**config.mk**
```make
export PLATFORM = sky130hd
export DESIGN_NAME = bus_condition_monitor
export DESIGN_NICKNAME = d
export VERILOG_FILES = /design/src/rtl/bus_condition_monitor_pkg.sv /design/src/rtl/bus_condition_monitor_hold_timer.sv /design/src/rtl/bus_condition_monitor.sv
export SDC_FILE = /design/constraint.sdc
export NUM_CORES = 1
export LEC_CHECK = 0
export ABC_AREA = 1
export ABC_CLOCK_PERIOD_IN_PS = 3220
export BUFFER_PORTS_ARGS = -buffer_cell sky130_fd_sc_hd__buf_4
export CAP_MARGIN = 0
export CORE_ASPECT_RATIO = 0.75
export CORE_MARGIN = 10
export CORE_UTILIZATION = 41
export DETAILED_ROUTE_END_ITERATION = 16
export GPL_ROUTABILITY_DRIVEN = 1
export GPL_TIMING_DRIVEN = 1
export PLACE_DENSITY = 0.67
export SLEW_MARGIN = 40
export SYNTH_ARGS = -nofsm -noshare
export SYNTH_HDL_FRONTEND = slang
export SYNTH_HIERARCHICAL = 1
export SYNTH_SLANG_ARGS = --single-unit
```
**constraint.sdc**
```tcl
create_clock -name clk_i -period 3.22 [get_ports clk_i]
set_input_delay 0.644 -clock clk_i [delete_from_list [all_inputs] [get_ports clk_i]]
set_output_delay 0.644 -clock clk_i [all_outputs]
set_load 0.01 [all_outputs]
```
**src/rtl/bus_condition_monitor_pkg.sv**
```systemverilog
`default_nettype none
// ============================================================================
// Module      : bus_condition_monitor_pkg
// Description : Shared definitions for the bus condition monitor: controller
//               state encoding, default counter width and a state helper.
// Revision    : 1.0 - initial release
// ============================================================================
package bus_condition_monitor_pkg;

    // Default width of the timing inputs and of every hold counter
    localparam int unsigned c_cntr_w_default = 20;

    // Controller states
    typedef enum logic [2:0] {
        ST_DISABLED   = 3'd0,
        ST_WAIT_FREE  = 3'd1,
        ST_FREE       = 3'd2,
        ST_START_CHK  = 3'd3,
        ST_BUSY       = 3'd4,
        ST_RSTART_CHK = 3'd5
    } state_t;

    // The bus counts as occupied from the first START qualification onwards
    function automatic logic is_busy_state(input state_t st);
        return (st == ST_START_CHK) || (st == ST_BUSY) || (st == ST_RSTART_CHK);
    endfunction

endpackage
`default_nettype wire

```
**src/rtl/bus_condition_monitor_hold_timer.sv**
```systemverilog
`default_nettype none
// ============================================================================
// Module      : bus_condition_monitor_hold_timer
// Description : Saturating hold counter. Clear has priority, the count only
//               advances while below the target, and done is a live >=
//               compare against the (possibly changing) target.
// Revision    : 1.0 - initial release
// ============================================================================
module bus_condition_monitor_hold_timer
    import bus_condition_monitor_pkg::*;
#(
    parameter int unsigned CNTR_W = c_cntr_w_default
) (
    input  logic              clk_i,
    input  logic              rst_ni,
    input  logic              clear_i,
    input  logic              enable_i,
    input  logic [CNTR_W-1:0] target_i,
    output logic              done_o
);

    logic [CNTR_W-1:0] count_d;
    logic [CNTR_W-1:0] count_q;

    // Next count: clear wins, otherwise step only while still short of target
    always_comb begin
        count_d = count_q;
        if (clear_i) begin
            count_d = '0;
        end else if (enable_i && (count_q < target_i)) begin
            count_d = count_q + 1'b1;
        end
    end

    // Count register
    always_ff @(posedge clk_i or negedge rst_ni) begin
        if (!rst_ni) begin
            count_q <= '0;
        end else begin
            count_q <= count_d;
        end
    end

    assign done_o = (count_q >= target_i);

endmodule
`default_nettype wire

```
**src/rtl/bus_condition_monitor.sv**
```systemverilog
`default_nettype none
// ============================================================================
// Module      : bus_condition_monitor
// Description : I2C-style bus condition monitor. Detects START, repeated
//               START and STOP on pre-synchronized SCL/SDA, qualifies START
//               hold time, tracks bus busy/free, and optionally bus idle.
//               Optional feature macro: BUS_MON_IDLE_DET_EN (bus-idle timer).
// Revision    : 1.0 - initial release
// ============================================================================
module bus_condition_monitor
    import bus_condition_monitor_pkg::*;
#(
    parameter int unsigned CNTR_W = c_cntr_w_default
) (
    input  logic              clk_i,
    input  logic              rst_ni,
    input  logic              enable_i,
    input  logic              scl_i,
    input  logic              sda_i,
    input  logic [CNTR_W-1:0] t_hd_sta_i,
    input  logic [CNTR_W-1:0] t_bus_free_i,
    input  logic [CNTR_W-1:0] t_idle_i,
    output logic              start_det_o,
    output logic              rstart_det_o,
    output logic              stop_det_o,
    output logic              hd_sta_viol_o,
    output logic              bus_busy_o,
    output logic              bus_free_o,
    output logic              bus_idle_o
);

    state_t state_d, state_q;
    logic   scl_q, sda_q;
    logic   start_det_d, start_det_q;
    logic   rstart_det_d, rstart_det_q;
    logic   stop_det_d, stop_det_q;
    logic   hd_sta_viol_d, hd_sta_viol_q;
    logic   bus_busy_d, bus_busy_q;
    logic   bus_free_d, bus_free_q;

    logic   w_lines_high;
    logic   w_sda_fall;
    logic   w_sda_rise;
    logic   w_hold_clr;
    logic   w_hold_en;
    logic   w_hold_done;

    // SDA edges only count while SCL is high on both samples, so an SDA
    // change that coincides with an SCL transition is never a condition.
    assign w_lines_high = scl_i & sda_i;
    assign w_sda_fall   = scl_q & scl_i &  sda_q & ~sda_i;
    assign w_sda_rise   = scl_q & scl_i & ~sda_q &  sda_i;

    // Controller next-state, pulse and hold-timer control
    always_comb begin
        state_d       = state_q;
        start_det_d   = 1'b0;
        rstart_det_d  = 1'b0;
        stop_det_d    = 1'b0;
        hd_sta_viol_d = 1'b0;
        w_hold_clr    = 1'b0;
        w_hold_en     = 1'b0;

        if (!enable_i) begin
            state_d = ST_DISABLED;
        end else begin
            case (state_q)
                ST_DISABLED: begin
                    state_d = ST_WAIT_FREE;
                end
                ST_WAIT_FREE: begin
                    w_hold_en = 1'b1;
                    if (!w_lines_high) begin
                        w_hold_clr = 1'b1;
                    end else if (w_hold_done) begin
                        state_d = ST_FREE;
                    end
                end
                ST_FREE: begin
                    if (w_sda_fall) begin
                        state_d = ST_START_CHK;
                    end
                end
                ST_START_CHK, ST_RSTART_CHK: begin
                    w_hold_en = 1'b1;
                    if (sda_i) begin
                        // SDA released before hold completed: not a condition
                        state_d = (state_q == ST_START_CHK) ? ST_FREE : ST_BUSY;
                    end else if (!scl_i || w_hold_done) begin
                        // SCL dropping early still starts the transfer, but flagged
                        state_d       = ST_BUSY;
                        hd_sta_viol_d = ~scl_i;
                        start_det_d   = (state_q == ST_START_CHK);
                        rstart_det_d  = (state_q == ST_RSTART_CHK);
                    end
                end
                ST_BUSY: begin
                    if (w_sda_fall) begin
                        state_d = ST_RSTART_CHK;
                    end else if (w_sda_rise) begin
                        state_d    = ST_WAIT_FREE;
                        stop_det_d = 1'b1;
                    end
                end
                default: begin
                    state_d = ST_DISABLED;
                end
            endcase
        end

        // Every hold measurement starts from zero on state entry
        if (state_d != state_q) begin
            w_hold_clr = 1'b1;
        end

        bus_busy_d = is_busy_state(state_d);
        bus_free_d = (state_d == ST_FREE);
    end

    // Controller state, line history and registered outputs
    always_ff @(posedge clk_i or negedge rst_ni) begin
        if (!rst_ni) begin
            state_q       <= ST_DISABLED;
            scl_q         <= 1'b1;
            sda_q         <= 1'b1;
            start_det_q   <= 1'b0;
            rstart_det_q  <= 1'b0;
            stop_det_q    <= 1'b0;
            hd_sta_viol_q <= 1'b0;
            bus_busy_q    <= 1'b0;
            bus_free_q    <= 1'b0;
        end else begin
            state_q       <= state_d;
            scl_q         <= scl_i;
            sda_q         <= sda_i;
            start_det_q   <= start_det_d;
            rstart_det_q  <= rstart_det_d;
            stop_det_q    <= stop_det_d;
            hd_sta_viol_q <= hd_sta_viol_d;
            bus_busy_q    <= bus_busy_d;
            bus_free_q    <= bus_free_d;
        end
    end

    // Shared timer for bus-free and START hold measurements
    bus_condition_monitor_hold_timer #(
        .CNTR_W   (CNTR_W)
    ) u_hold_timer (
        .clk_i    (clk_i),
        .rst_ni   (rst_ni),
        .clear_i  (w_hold_clr),
        .enable_i (w_hold_en),
        .target_i (state_q == ST_WAIT_FREE ? t_bus_free_i : t_hd_sta_i),
        .done_o   (w_hold_done)
    );

`ifdef BUS_MON_IDLE_DET_EN
    logic w_idle_clr;
    logic w_idle_done;
    logic bus_idle_d, bus_idle_q;

    // Idle time accumulates only while sitting in FREE with both lines high
    assign w_idle_clr = (state_q != ST_FREE) | ~w_lines_high;
    assign bus_idle_d = (state_d == ST_FREE) & w_idle_done;

    bus_condition_monitor_hold_timer #(
        .CNTR_W   (CNTR_W)
    ) u_idle_timer (
        .clk_i    (clk_i),
        .rst_ni   (rst_ni),
        .clear_i  (w_idle_clr),
        .enable_i (1'b1),
        .target_i (t_idle_i),
        .done_o   (w_idle_done)
    );

    // Registered idle flag, dropped as soon as the controller leaves FREE
    always_ff @(posedge clk_i or negedge rst_ni) begin
        if (!rst_ni) begin
            bus_idle_q <= 1'b0;
        end else begin
            bus_idle_q <= bus_idle_d;
        end
    end

    assign bus_idle_o = bus_idle_q;
`else
    // Idle detection absent: threshold input intentionally has no load
    logic w_unused_t_idle;
    assign w_unused_t_idle = ^t_idle_i;
    assign bus_idle_o      = 1'b0;
`endif

    assign start_det_o   = start_det_q;
    assign rstart_det_o  = rstart_det_q;
    assign stop_det_o    = stop_det_q;
    assign hd_sta_viol_o = hd_sta_viol_q;
    assign bus_busy_o    = bus_busy_q;
    assign bus_free_o    = bus_free_q;

endmodule
`default_nettype wire

```
==> results of run 1 <==
## flip-flops by register name, summed over array words and instances, names as in the netlist
register	count
u_hold_timer/count_q	20
state_q	3
bus_busy_o	1
bus_free_o	1
hd_sta_viol_o	1
rstart_det_o	1
scl_q	1
sda_q	1
start_det_o	1
stop_det_o	1
## layer usage
layer / up-vias / part of all wire
met5: - / 0
met4: 0 / 0.0088
met3: 7 / 0.088
met2: 104 / 0.45
met1: 1386 / 0.45
li1: 1527 / -
## area by class of cell
class                      count  area [um2]
timing repair buffer          91         858
multi-input combinational    336        2030
fill                         593        2370
inverter                      52         200
tap                           81         101
clock buffer                   8         100
sequential                    31         778
## logic make-up after synthesis
family                   share of synthesized area
AO/OA/AOI/OAI                               0.0357
XOR/XNOR                                    0.0443
adder cells (fa/ha/maj)                     0.0949
buffers and inverters                        0.104
flip-flops                                   0.281
other                                      0.00135
AND/OR/NAND/NOR                              0.439
## cells in the final DEF, fill, tap and decap left out, types with 5 or more instances in the layout
cell	n
sky130_fd_sc_hd__ha_4	7
sky130_fd_sc_hd__clkbuf_8	7
sky130_fd_sc_hd__nand4_1	13
sky130_fd_sc_hd__nor2_2	6
sky130_fd_sc_hd__nand2_4	5
sky130_fd_sc_hd__nor2_4	7
sky130_fd_sc_hd__ha_1	14
sky130_fd_sc_hd__buf_12	5
sky130_fd_sc_hd__nor2_1	43
sky130_fd_sc_hd__nand3_2	8
sky130_fd_sc_hd__a21oi_1	5
sky130_fd_sc_hd__dfrtp_1	29
sky130_fd_sc_hd__nand3_1	27
sky130_fd_sc_hd__nand2_1	133
sky130_fd_sc_hd__inv_1	41
sky130_fd_sc_hd__xor2_1	11
sky130_fd_sc_hd__inv_2	9
sky130_fd_sc_hd__nand2_2	33
sky130_fd_sc_hd__buf_4	76
## power groups by stage
stage | logic [uW] | clock network (uW) | registers [uW]
after floorplan | 104 | 0 | 403
after global placement | 184 | 0 | 403
after detailed placement | 188 | 0 | 403
after CTS | 218 | 349 | 396
after global routing | 293 | 370 | 396
final | 269 | 343 | 396
## repair_timing
item                       4_1_cts  5_1_grt
pin swaps                        8       14
setup buffers                    7        4
setup endpoints to repair       20       21
cloned                           1        5
resized for setup               24       59
## worst max-delay path by stage
stage	endpoint	slack, ns
2_1_floorplan	u_hold_timer/count_q[11]	0.002
3_3_place_gp	u_hold_timer/count_q[16]	-0.21
3_5_place_dp	u_hold_timer/count_q[16]	-0.22
4_1_cts	u_hold_timer/count_q[11]	-0.10
5_1_grt	u_hold_timer/count_q[16]	-0.55
6_report	u_hold_timer/count_q[16]	-0.29
## stage by stage
| step | area, um2 | std cells | hold WS, ns |
|---|---|---|---|
| 3_3_place_gp | 3400 | 574 | 0.573 |
| 2_1_floorplan | 2820 | 432 | 0.348 |
| 6_report | 4070 | 599 | 0.288 |
| 3_5_place_dp | 3400 | 574 | 0.583 |
| 4_1_cts | 3680 | 590 | 0.306 |
| 5_1_grt | 4070 | 599 | 0.319 |
## worst max-delay path, cell delays in order (launching register included)
cell and delay, ns:
sky130_fd_sc_hd__dfrtp_1 0.40, sky130_fd_sc_hd__inv_2 0.08, sky130_fd_sc_hd__nand2_4 0.07, sky130_fd_sc_hd__nor2_4 0.25, sky130_fd_sc_hd__inv_4 0.11, sky130_fd_sc_hd__buf_6 0.15, sky130_fd_sc_hd__nand2_1 0.05, sky130_fd_sc_hd__nand2_1 0.04
sky130_fd_sc_hd__inv_1 0.05, sky130_fd_sc_hd__ha_1 0.24, sky130_fd_sc_hd__a21oi_1 0.18, sky130_fd_sc_hd__nand2_2 0.10, sky130_fd_sc_hd__a21oi_4 0.19, sky130_fd_sc_hd__nand2_2 0.09, sky130_fd_sc_hd__nor2_4 0.12, sky130_fd_sc_hd__o21ai_4 0.09
sky130_fd_sc_hd__inv_2 0.07, sky130_fd_sc_hd__nand2_4 0.06, sky130_fd_sc_hd__nand3_1 0.09, sky130_fd_sc_hd__nand3_2 0.09, sky130_fd_sc_hd__xor2_1 0.15, sky130_fd_sc_hd__nor2_2 0.14, sky130_fd_sc_hd__nand2_4 0.08, sky130_fd_sc_hd__inv_4 0.08
sky130_fd_sc_hd__buf_12 0.12, sky130_fd_sc_hd__clkbuf_16 0.15, sky130_fd_sc_hd__nand4_1 0.10, sky130_fd_sc_hd__nand2_1 0.08
==> impl_metrics.tcl, run 1 <==
set metrics [dict create \
    antenna_found_initial 0 \
    grt_pass1_wl_um 13400 \
    worstReg2RegStart "state_q[2]" \
    cts.path.max_buffers 2 \
    area_growth_pct 47.0 \
    placement.setup.worst_slack_ns -0.222 \
    synth_enable_flop_cells 0 \
    switching_power_uw 290 \
    clkSlewWorstSetupHoldPaths_ns 0.07 \
    yosys-top-cells-area "sky130_fd_sc_hd__dfrtp_1, sky130_fd_sc_hd__nand2_1, sky130_fd_sc_hd__ha_1" \
    fp-row-count 25 \
    finalNetCount 603 \
    timing_max_transition_violations_final 0 \
    cts-root-buf "sky130_fd_sc_hd__clkbuf_8" \
    tritoncts_num_sinks 31 \
    route.detailed.wl_per_inst_um 14.8 \
    critical_path_required_ns 3.45 \
    fp.dieArea_um2 10500 \
    final_util 0.632 \
    ctsHoldBuffers 0 \
    syn-mean-instance-area_um2 6.41 \
    synth_sequential_area_ratio 0.281 \
    critPathLaunchType "register" \
    ffs_w_async_s_r_synth 1.00 \
    place.detailed.hpwl_um 6080 \
    global_route.usage.met3 0.0381 \
    rsz0062_at_grt "true" \
    drc 0 \
    ff2ff_path_depth 27 \
    cts_htree_levels 2 \
    crit_arrival_ns 3.74 \
    clock_power_share 0.340 \
    die_height_um 91.2 \
    ratio_of_final_minimum_period_to_clock_period 1.09 \
    diodes 0 \
    post_synth_inst_count 432 \
    power.leakage_uw 0.00215 \
    number_of_vias_in_the_routed_layout 3024 \
    critPathLaunch "state_q[2]" \
    critical_path.endpoint_type "register" \
    violations "negative setup slack" \
    status "complete, but fails checks" \
    synthesized_netlist_net_count 518 \
    timing.final.crit_period_ns 3.51 \
    seq_power_share 0.393 \
    num_io_pins 72 \
    port_buffers 50 \
    clkLatencyLatePin_ns 0.29 \
    r2r_setup_slack_ns -0.29 \
    grt_pass1_vias 2774 \
    slew_headroom 0.656 \
    worst_clock_skew_ns 0.00976 \
    dr.pass1.iters 4 \
    top_usage_layer "met2" \
    die_width_um 115 \
    drt_first_iter_violations 243 \
    switching_share 0.287 \
    power_per_cell_area_nw_per_um2 247 \
    hold_viol_final 0 \
    synth_common_cells "sky130_fd_sc_hd__nand2_1, sky130_fd_sc_hd__nor2_1, sky130_fd_sc_hd__inv_1, sky130_fd_sc_hd__nand3_1, sky130_fd_sc_hd__dfrtp_1" \
    worst_pin_slew_ns 0.515 \
    postLayoutSetupSlackWorst_ns -0.293 \
    vias_per_cell 5.05 \
    post_synthesis_instance_area_um2 2770 \
    synth_area_leader_cell "sky130_fd_sc_hd__dfrtp_1" \
    cts_made_buffers 5 \
    worstReg2RegEnd "u_hold_timer/count_q[16]" \
    vdd.ir_drop.worst_mv 0.174 \
    achievable_frequency_ghz 0.285 \
    finalSetupViolCount 20 \
    initial_utilization 0.430 \
    cap_viol_max_count 0 \
    grtUsageMet2 0.224 \
    critPathMaxFanout 7 \
    global_route.overflow_total 0 \
    met1_usage 0.220 \
    gp_congestion 0.954 \
    postSynthRegisterBits 31 \
    postSynth.topFlopCell "sky130_fd_sc_hd__dfrtp_1" \
    area_share_of_the_leading_cell_type_in_the_synthesized_netlist 0.262 \
    fin_setup_tns_ns -4.99 \
    tritoncts "done" \
    drive_gt1_frac 0.359 \
    core_area_um2 6440 \
    post-synth-top-count-cell "sky130_fd_sc_hd__nand2_1" \
    power.internal_uw 718 \
    ys_types 33 \
    grt_start_max_net_pins 32 \
    combPwrFrac 0.267 \
    total_power_uw 1010 \
    routed_wirelength_um 8840 \
    kind_of_critical_path "register to register" \
    holdCritPathClass "primary input to asynchronous set/reset pin" \
    synth-warning-count 6 \
    antenna_left 0 \
    globalRouteTotalUtil 0.153 \
]
Note: power is estimated with default switching activity, not from simulation.
==> inputs of run 2 (changes only) <==
--- a/config.mk
+++ b/config.mk
@@ -6,16 +6,18 @@
 export NUM_CORES = 1
 export LEC_CHECK = 0
 export ABC_AREA = 1
-export ABC_CLOCK_PERIOD_IN_PS = 3220
+export ABC_CLOCK_PERIOD_IN_PS = 2950
 export BUFFER_PORTS_ARGS = -buffer_cell sky130_fd_sc_hd__buf_4
 export CAP_MARGIN = 0
+export CELL_PAD_IN_SITES_DETAIL_PLACEMENT = 2
+export CELL_PAD_IN_SITES_GLOBAL_PLACEMENT = 2
 export CORE_ASPECT_RATIO = 0.75
 export CORE_MARGIN = 10
-export CORE_UTILIZATION = 41
+export CORE_UTILIZATION = 25
 export DETAILED_ROUTE_END_ITERATION = 16
 export GPL_ROUTABILITY_DRIVEN = 1
 export GPL_TIMING_DRIVEN = 1
-export PLACE_DENSITY = 0.67
+export PLACE_DENSITY = 0.76
 export SLEW_MARGIN = 40
 export SYNTH_ARGS = -nofsm -noshare
 export SYNTH_HDL_FRONTEND = slang
==> constraint.sdc (replaced) <==
create_clock -name clk_i -period 2.95 [get_ports clk_i]
set_input_delay 0.59 -clock clk_i [delete_from_list [all_inputs] [get_ports clk_i]]
set_output_delay 0.59 -clock clk_i [all_outputs]
set_load 0.01 [all_outputs]
==> impl_metrics.tcl, run 2 (synthesized netlist as in run 1, its figures left out) <==
set metrics [dict create \
    status "complete, but fails checks" \
    violations "negative setup slack" \
    most_common_cell_after_layout_fill_and_taps_aside "sky130_fd_sc_hd__nand2_1" \
    area_growth_pct 65.2 \
    placement.cell_area_um2 3640 \
    cap_viol_max_count 0 \
    drc 0 \
    timing.critical_path.mode_cell "sky130_fd_sc_hd__nand2_1" \
    clkSlewWorstSetupHoldPaths_ns 0.06 \
    critical_path.max_stage_delay_ns 0.40 \
    gp_congestion 0.844 \
    die_height_um 111 \
    grt_pass1_vias 3779 \
    reg_top3 "u_hold_timer/count_q (20), state_q (3)" \
    initial_utilization 0.255 \
    globalRouteTotalUtil 0.161 \
    tritoncts_num_sinks 31 \
    global_route.overflow_total 0 \
    core_area_um2 10900 \
    critPathLaunchType "register" \
    cts-root-buf "sky130_fd_sc_hd__clkbuf_16" \
    layout_common_cells "sky130_fd_sc_hd__nand2_1, sky130_fd_sc_hd__buf_4, sky130_fd_sc_hd__nor2_1, sky130_fd_sc_hd__nand2_2, sky130_fd_sc_hd__inv_1" \
    ratio_of_final_minimum_period_to_clock_period 1.21 \
    finalNetCount 624 \
    vias_per_cell 4.87 \
    kind_of_critical_path "register to register" \
    critical_path_required_ns 3.11 \
    cts.path.max_buffers 2 \
    cpMaxStageDelayCell "sky130_fd_sc_hd__dfrtp_1" \
    worst_hold_slack_ns 0.255 \
    diodes 0 \
    fp-row-count 33 \
    worst_clock_skew_ns 0.00360 \
    finalSetupViolCount 23 \
    critical-path-top-delay-family "simple AND/OR/NAND/NOR gates" \
    max_ffs_per_register 20 \
    postLayoutSetupSlackWorst_ns -0.630 \
    cts_htree_levels 2 \
    final_design_area_no_fill_um2 4580 \
    hold_viol_final 0 \
    fill_cells 1242 \
    ctsHoldBuffers 0 \
    critical_path.endpoint_type "register" \
    drive_gt1_frac 0.469 \
    critPathMaxFanout 6 \
    timing_max_transition_violations_final 0 \
    place.detailed.hpwl_um 8680 \
    clkLatencyLatePin_ns 0.29 \
    holdCritPathClass "primary input to asynchronous set/reset pin" \
    grt_start_max_net_pins 32 \
    tritoncts "done" \
    port_buffers 50 \
    rsz0062_at_grt "true" \
    seqCellArea_um2 778 \
    power_per_cell_area_nw_per_um2 292 \
    number_of_vias_in_the_routed_layout 3308 \
    power.leakage_uw 0.00229 \
    worstPathBufferInverterCount 11 \
    drt_first_iter_violations 109 \
    timing.final.crit_period_ns 3.58 \
    route.detailed.wl_per_inst_um 20.7 \
    achievable_frequency_ghz 0.279 \
    multiInputGateArea_um2 2310 \
    grt_pass1_wl_um 20500 \
    die_width_um 142 \
    cts_made_buffers 5 \
    dr.pass1.iters 4 \
    vdd.ir_drop.worst_mv 0.218 \
    top_register "u_hold_timer/count_q" \
    antenna_found_initial 0 \
    routed_wirelength_um 14000 \
    num_io_pins 72 \
    fp.dieArea_um2 15700 \
    crit_arrival_ns 3.74 \
    antenna_left 0 \
]
-- run 2: cell count changes in the layout (fill, tap and decap cells not counted), moves of 6 or more --
cell	previous run	this run
sky130_fd_sc_hd__buf_4	76	96
sky130_fd_sc_hd__ha_1	14	6
sky130_fd_sc_hd__ha_4	7	15
sky130_fd_sc_hd__inv_1	41	30
sky130_fd_sc_hd__inv_2	9	20
sky130_fd_sc_hd__nand2_1	133	124
sky130_fd_sc_hd__nand2_4	5	14
sky130_fd_sc_hd__nand3_1	27	19
sky130_fd_sc_hd__nand3_2	8	17
sky130_fd_sc_hd__nor2_1	43	37
-- run 2: where the power goes --
group          leakage [uW]  internal [uW]  switching [uW]  total (uW)
registers          0.000424            430            4.07         434
logic               0.00179            153             189         342
clock network     0.0000772            359             201         561
total               0.00229            943             395        1340
-- run 2: routing by layer --
metal / track usage / routed length [um] / up-vias
met2: 0.272 / 7070 / 73
met4: 0.0394 / 158 / 0
li1: - / - / 1561
met3: 0.0330 / 666 / 15
met5: 0 / 0 / -
met1: 0.202 / 6150 / 1659
-- run 2: final timing paths --
check	depth (start not counted)	startpoint	slack [ns]	to
worst max-delay path	34	state_q[1]	-0.63	u_hold_timer/count_q[2]
worst min-delay path	1	rst_ni	0.25	u_hold_timer/count_q[19]
worst max register to register	34	state_q[1]	-0.63	u_hold_timer/count_q[2]
worst min register to register	2	u_hold_timer/count_q[0]	0.63	u_hold_timer/count_q[0]
max in group asynchronous	1	rst_ni	2.36	sda_q
min in group clk_i	1	scl_i	0.47	scl_q
-- run 2: what timing repair did --
item	in CTS	in global routing
pin swaps	58	44
buffers inserted	16	6
resized for setup	75	72
cloned	2	1
endpoints found under the hold margin	0	0
setup endpoints to repair	24	25
-- run 2: final cells by class --
cell class                 count  share of cell area
clock buffer                   8              0.0342
inverter                      52              0.0454
timing repair buffer         111               0.207
multi-input combinational    337               0.505
sequential                    31               0.170
tap                          140              0.0383
-- run 2: metrics by stage --
step / std cells / worst slack [ns] / util / power, uW / setup TNS, ns
after floorplan: 432 / -0.226 / - / 557 / -4.08
after global placement: 650 / -0.524 / 0.335 / 657 / -10.51
after detailed placement: 650 / -0.727 / 0.335 / 669 / -14.55
after CTS: 676 / -0.492 / 0.396 / 1310 / -9.56
after global routing: 679 / -0.852 / 0.421 / 1400 / -17.18
final: 679 / -0.630 / 0.421 / 1340 / -12.19
